### config.mk
export PLATFORM = sky130hd
export DESIGN_NAME = sm3_expnd_arb
export DESIGN_NICKNAME = d
export VERILOG_FILES = /design/src/rtl/sm3_expnd_arb.sv
export SDC_FILE = /design/constraint.sdc
export NUM_CORES = 1
export LEC_CHECK = 0
export ABC_AREA = 1
export BUFFER_PORTS_ARGS = -buffer_cell sky130_fd_sc_hd__buf_4
export CAP_MARGIN = 25
export CORE_MARGIN = 2
export CORE_UTILIZATION = 35
export CTS_CLUSTER_DIAMETER = 120
export DETAILED_ROUTE_END_ITERATION = 7
export GPL_TIMING_DRIVEN = 0
export MAX_ROUTING_LAYER = met4
export PLACE_DENSITY = 0.73
export REMOVE_ABC_BUFFERS = 1
export SYNTH_ARGS = -nofsm -noshare
export SYNTH_HDL_FRONTEND = slang
export SYNTH_SLANG_ARGS = --single-unit
export TNS_END_PERCENT = 50
### constraint.sdc
create_clock -name clk -period 4.5 [get_ports clk]
set_input_delay 0.225 -clock clk [delete_from_list [all_inputs] [get_ports clk]]
set_output_delay 0.225 -clock clk [all_outputs]
set_load 0.02 [all_outputs]
### src/rtl/sm3_expnd_arb.sv
// rtl/sm3_expnd_arb.sv - two-requester round-robin arbiter feeding the SM3 expansion core
// Tracks the requester ID of each message in flight so the expansion output can be attributed.
module sm3_expnd_arb #(
  parameter int DW        = 32,
  parameter int IDQ_DEPTH = 4
) (
  input  logic          clk,
  input  logic          rst_n,
  input  logic [DW-1:0] req0_d_i,
  input  logic          req0_vld_i,
  input  logic          req0_lst_i,
  output logic          req0_rdy_o,
  input  logic [DW-1:0] req1_d_i,
  input  logic          req1_vld_i,
  input  logic          req1_lst_i,
  output logic          req1_rdy_o,
  output logic [DW-1:0] pad_inpt_d_o,
  output logic          pad_inpt_vld_o,
  output logic          pad_inpt_lst_o,
  input  logic          pad_inpt_rdy_i,
  input  logic          expnd_otpt_vld_i,
  input  logic          expnd_otpt_lst_i,
  input  logic          expnd_otpt_ena_i,
  output logic          expnd_otpt_id_o,
  output logic          busy_o
);

  localparam int PW = $clog2(IDQ_DEPTH);
  localparam logic [PW-1:0] PTR_ONE = 1;
  localparam logic [PW:0]   CNT_ONE = 1;
  localparam logic [PW:0]   CNT_FULL = (PW+1)'(IDQ_DEPTH);

  typedef enum logic [1:0] {IDLE, GNT0, GNT1} state_e;

  state_e               state_q, state_d;
  logic                 last_q, last_d;
  logic [IDQ_DEPTH-1:0] idq_q;
  logic [PW-1:0]        wptr_q, rptr_q;
  logic [PW:0]          cnt_q;
  logic                 full, empty, push, pop, gnt_id;

  assign full  = (cnt_q == CNT_FULL);
  assign empty = (cnt_q == '0);
  assign pop   = expnd_otpt_vld_i & expnd_otpt_ena_i & expnd_otpt_lst_i & ~empty;

  always_comb begin
    state_d        = state_q;
    last_d         = last_q;
    push           = 1'b0;
    gnt_id         = 1'b0;
    pad_inpt_d_o   = '0;
    pad_inpt_vld_o = 1'b0;
    pad_inpt_lst_o = 1'b0;
    req0_rdy_o     = 1'b0;
    req1_rdy_o     = 1'b0;
    case (state_q)
      IDLE: begin
        // last_q holds the requester served most recently; the other one wins a tie
        if ((req0_vld_i | req1_vld_i) && !full) begin
          push    = 1'b1;
          gnt_id  = (req0_vld_i && req1_vld_i) ? ~last_q : req1_vld_i;
          state_d = gnt_id ? GNT1 : GNT0;
        end
      end
      GNT0: begin
        pad_inpt_d_o   = req0_d_i;
        pad_inpt_vld_o = req0_vld_i;
        pad_inpt_lst_o = req0_lst_i;
        req0_rdy_o     = pad_inpt_rdy_i;
        if (req0_vld_i && pad_inpt_rdy_i && req0_lst_i) begin
          state_d = IDLE;
          last_d  = 1'b0;
        end
      end
      GNT1: begin
        pad_inpt_d_o   = req1_d_i;
        pad_inpt_vld_o = req1_vld_i;
        pad_inpt_lst_o = req1_lst_i;
        req1_rdy_o     = pad_inpt_rdy_i;
        if (req1_vld_i && pad_inpt_rdy_i && req1_lst_i) begin
          state_d = IDLE;
          last_d  = 1'b1;
        end
      end
      default: state_d = IDLE;
    endcase
  end

  always_ff @(posedge clk or negedge rst_n) begin
    if (!rst_n) begin
      state_q <= IDLE;
      last_q  <= 1'b1;
    end else begin
      state_q <= state_d;
      last_q  <= last_d;
    end
  end

  // Push never coincides with full, so the count cannot overflow
  always_ff @(posedge clk or negedge rst_n) begin
    if (!rst_n) begin
      idq_q  <= '0;
      wptr_q <= '0;
      rptr_q <= '0;
      cnt_q  <= '0;
    end else begin
      if (push) begin
        idq_q[wptr_q] <= gnt_id;
        wptr_q        <= wptr_q + PTR_ONE;
      end
      if (pop) rptr_q <= rptr_q + PTR_ONE;
      case ({push, pop})
        2'b10:   cnt_q <= cnt_q + CNT_ONE;
        2'b01:   cnt_q <= cnt_q - CNT_ONE;
        default: cnt_q <= cnt_q;
      endcase
    end
  end

  assign expnd_otpt_id_o = empty ? 1'b0 : idq_q[rptr_q];
  assign busy_o          = (state_q != IDLE) | ~empty;

endmodule

# [Yosys cells after proc, flatten, opt, wreduce, memory -nomap -nowiden]
# Index checks and enable logic that the tools add are counted.
# Widths: inputs -> output; s select.
[word_totals] mem_bits_rw=0 memories=0 input_bits=74 rom_bits=0 reg_bits=14 latchBits=0
[op_classes] eq_ne=8 shifts=0 n_lt_le_gt_ge=3 add_sub_neg=4 div=0 multipliers=0 n_reduce_logical=15 bitwise=7 mux=25
[ops] operator="$pmux 32 s2" n=1
[ops] operator="$mux 1" n=12
[ops] operator="$mux 2" n=4
[ops] operator="$logic_and 1x1->1" n=7
[ops] operator="$lt 2x3->1 const B" n=2
[ops] operator="$ne 2x2->1 const B" n=3
[ops] operator="$pmux 1 s2" n=3
[ops] operator="$pmux 2 s3" n=1
[ops] operator="$pmux 3 s2" n=1
[ops] operator="$reduce_and 3->1" n=2
[ops] operator="$reduce_bool 2->1" n=3
[ops] operator="$add 2x1->2 const B" n=2
[ops] operator="$bwmux 4" n=1
[ops] operator="$eq 2x1->1 const B" n=2
[ops] operator="$eq 2x2->1 const B" n=2
[ops] operator="$add 3x1->3 const B" n=1
[ops] operator="$and 1x1->1" n=3
[ops] operator="$eq 3x3->1 const B" n=1
[ops] operator="$logic_not 3->1" n=1
[ops] operator="$sub 3x1->3 const B" n=1
[ops] operator="$bmux 1 s2" n=1
[ops] operator="$demux 1 s2" n=1
[ops] operator="$ge 2x1->1 const B" n=1
[ops] operator="$logic_not 2->1" n=1
[ops] operator="other kinds (3)" n=5

# [Depth between registers and ports, before layout]
[logic_depth] depth_word=7 ltp_mapped=12 depth_no_buf=11

# [Least setup slack after synthesis]
# No wires, ideal clock.
[synth_path] path_type="register -> register" from="register state_q[0]" to="register cnt_q[2]" required_time_ps=4369 stages_incl_launch_ff=13 period_less_slack_ps=1984 path_slack_ps=2516 arrival_ps=1853 n_path_buf=1 cell_sequence="dfrtp_1 -> inv_1 -> ha_1 -> buf_4 -> inv_2 -> nor2_8 -> inv_2 -> ha_1 -> inv_1 -> fa_1 -> a21oi_1 -> o21ai_0 -> xor2_1"
[synth_via] elab_chain_len=4
[synth_rtl] element="start: declaration" line="35" text="state_e state_q, state_d;"
[synth_rtl] element="start signal: assignment" line="94" text="state_q <= state_d;"
[synth_rtl] element="$logic_not 2->1 (*)" line="56" text="case (state_q)"
[synth_rtl] element="$mux 1 (*)" line="56"
[synth_rtl] element="$eq 2x1->1 or $eq 2x2->1 (tied branches)" line="112" text="case ({push, pop})"
[synth_rtl] element="$pmux 3 s2 or $reduce_bool 2->1 (tied branches)"
[synth_rtl] element="end signal: assignment" line="113" text="2'b10: cnt_q <= cnt_q + CNT_ONE;"
[synth_rtl] element="end signal: assignment" line="114" text="2'b01: cnt_q <= cnt_q - CNT_ONE;"
[synth_rtl] element="end signal: assignment" line="115" text="default: cnt_q <= cnt_q;"
[synth_rtl] element="end: declaration" line="39" text="logic [PW:0] cnt_q;"
# Every way passes the cells marked *; elsewhere a longest branch is shown, timed or not.
# A chain may end at the register's enable or synchronous reset.

# [Worst setup path in the final report]
[layout_path] from="register state_q[0]" to="output pad_inpt_vld_o"
[layout_via] elab_chain_len=2
[layout_rtl] element="$eq 2x2->1 or $eq 2x1->1 (tied branches)" line="56"
[layout_rtl] element="$pmux 1 s2 (*)" line="56"
[layout_rtl] element="end: declaration" line="18" text="output logic pad_inpt_vld_o,"
# Marks and branches as above.

==> out/qor.yml <==
min_from: "req0_vld_i"
cts_buffers: 3
hp-class: "in2reg"
syn_inst: 224
vdd_drop_max_mv: 0.427
critPathSlowestCell: "clkinv_1"
grt_pass1_wl_um: 6840
clock_latency_ns: 0.24
drv_slew: 0
ys_types: 26
drt_iter0_markers: 63
finalCritPeriodShare: 0.573
track_usage: 0.201
post-cts-setup-buffers: 0
cp_top_family: "buffers and inverters"
path_cells: "inv_1, ha_1, clkinv_1, a21oi_1, buf_4"
clockBufferDepth: 2
synth-warning-count: 0
num-fill-cells: 355
synth.cell_area_um2: 1390
placed_cells: 373
clkSinkCount: 14
drt_first_pass_iters: 5
r2r_cells: 9
worst_setup_path_end_kind: "primary output"
post-route-cell-area_um2: 2340
avgViaCountPerCell: 4.67
core_um2: 3740
antenna_cells: 0
min_path_cells: 4
netlist_top_cells_area: "nand2_1 26%, dfrtp_1 23%, a21oi_1 13%"
area_growth_pct: 68.9
start_util: 0.370
grt_pass1_vias: 1510
die_area_um2: 4480
cts_hold_buf: 1
startpoint_type: "flip-flop"
layoutNonFillerInstCount: 378
path_buf_inv: 3
grt_max_degree: 36
drc: 0
max-cap-violations: 0
synth_top_area_frac: 0.260
yosysSeqAreaShare: 0.254
cts.htree.levels: 1
hpwl_um: 3820
hold_viol: 0
slew_headroom: 0.388
p_total_mw: 1.29
fin_nets: 414
tns_ns: 0
path_depth: 5
critical_path_class: "reg2out"
synth_top_area_cell: "nand2_1"
io-pin-count: 112
wl_per_cell_um: 12.5
arrival_ns: 2.35
fmax_mhz: 388
clk_pin_slew_ns: 0.06
routed_wl_um: 4730
antenna_found_initial: 0
final_antenna_net_count: 0
path_max_fanout: 35
rsz0062_at_grt: "false"
ys_ff_latch: 14
drive_gt1_frac: 0.391
cts.repair.resized: 0
regToRegSetupSlack_ns: 2.36
cts_tree: "yes"
placed_area_um2: 2270
p_leak_nw: 1.21
reg2reg_to: "cnt_q[1]"
power.density_nw_per_um2: 553
syn_avg_cell_area_um2: 6.18
cts_root_buffer: "clkbuf_8"
chipHeight_um: 66.9
io_buffers: 111
min_period_ns: 2.58
worst_pin_slew_ns: 0.912
reg2reg_from: "state_q[0]"
vias: 1767
status: "complete, no violations"
cp_slowest_stage_delay_ns: 0.71
gr-total-overflow: 0
gp_congestion: 0.775
post-route-util: 0.625
final-setup-viol-count: 0
die_x_um: 66.9
fin_worst_skew_ns: 0.00178
hold_end: "idq_q[3]"
required_ns: 4.28
rows: 22
cells in the final DEF (no fill, tap or decap):
cell type	count
clkbuf_8	4
buf_4	111
ha_1	8
o21a_1	1
inv_2	4
nand2_4	2
nand3_1	13
a21oi_1	36
o21ai_0	5
inv_1	14
dlygate4sd3_1	1
nor2_1	4
dfrtp_1	13
buf_16	2
a21oi_2	2
and3_1	1
nand2_2	1
fa_1	1
dfstp_2	1
and2_1	1
xor2_1	2
nand2_1	96
nor2_8	1
clkinv_1	1
nor2_2	1
xnor2_1	2
o21ai_1	2
worst reg2reg max path: stages, from the launching register on:
cell and delay (ns):
dfrtp_1 0.40, inv_1 0.09, ha_1 0.37, inv_2 0.12, nor2_8 0.17, inv_2 0.05
ha_1 0.18, inv_1 0.09, fa_1 0.41, o21ai_0 0.17
stage by stage:
stage	setup WS [ns]	hold slack, ns
CTS	1.90	0.343
global route	1.72	0.366
global placement	2.15	0.0854
floorplan	2.52	-0.0706
detailed placement	2.16	0.0855
finish	1.92	0.346
kinds of logic after synthesis:
kind of cell,synth area share
compound gates,0.173
buf+inv,0.0939
flops,0.254
fa+ha+maj,0.0867
simple gates,0.367
xor+xnor,0.0253
synthesized netlist by cell type, drive strengths merged:
cell type and number:
nand2 99, nand3 13, fa 1, inv 18, xor2 2, o21ai 7, buf 9, a21oi 38
dfrtp 13, clkinv 1, and2 1, and3 1, clkbuf 3, dfstp 1, nor2 6, o21a 1
ha 8, xnor2 2
where the power goes:
group	switching, mW	internal, mW
combinational	0.564	0.373
sequential	0.0481	0.188
clock	0.0430	0.0774
worst max-delay path by stage:
stage                           endpoint  startpoint  slack (ns)
after floorplan                 cnt_q[2]  state_q[0]        2.52
after global placement    pad_inpt_vld_o  state_q[0]        2.15
after detailed placement  pad_inpt_vld_o  state_q[0]        2.16
after CTS                 pad_inpt_vld_o  state_q[0]        1.90
after global routing      pad_inpt_vld_o  state_q[0]        1.72
final                     pad_inpt_vld_o  state_q[0]        1.92
area by class of cell:
class / count / area, um2 / share of cell area
Multi-Input combinational cell: 179 / 903 / 0.386
Timing Repair Buffer: 114 / 898 / 0.384
Sequential cell: 14 / 352 / 0.150
Inverter: 19 / 71.3 / 0.0305
Tap cell: 48 / 60.1 / 0.0257
Clock buffer: 4 / 55.1 / 0.0235
registers in the layout, summed over array words and instances, names as in the netlist:
| name | flops |
|---|---|
| idq_q | 4 |
| cnt_q | 3 |
| rptr_q | 2 |
| state_q | 2 |
| wptr_q | 2 |
| last_q | 1 |
per-layer routing:
layer  track usage  up-vias  part of all wire
li1              -      920                 -
met1         0.225      778              0.40
met2         0.355       61              0.51
met3        0.0507        8             0.081
met4        0.0510        0             0.017
met5             -        -                 0
Note: power is estimated with default switching activity, not from simulation.
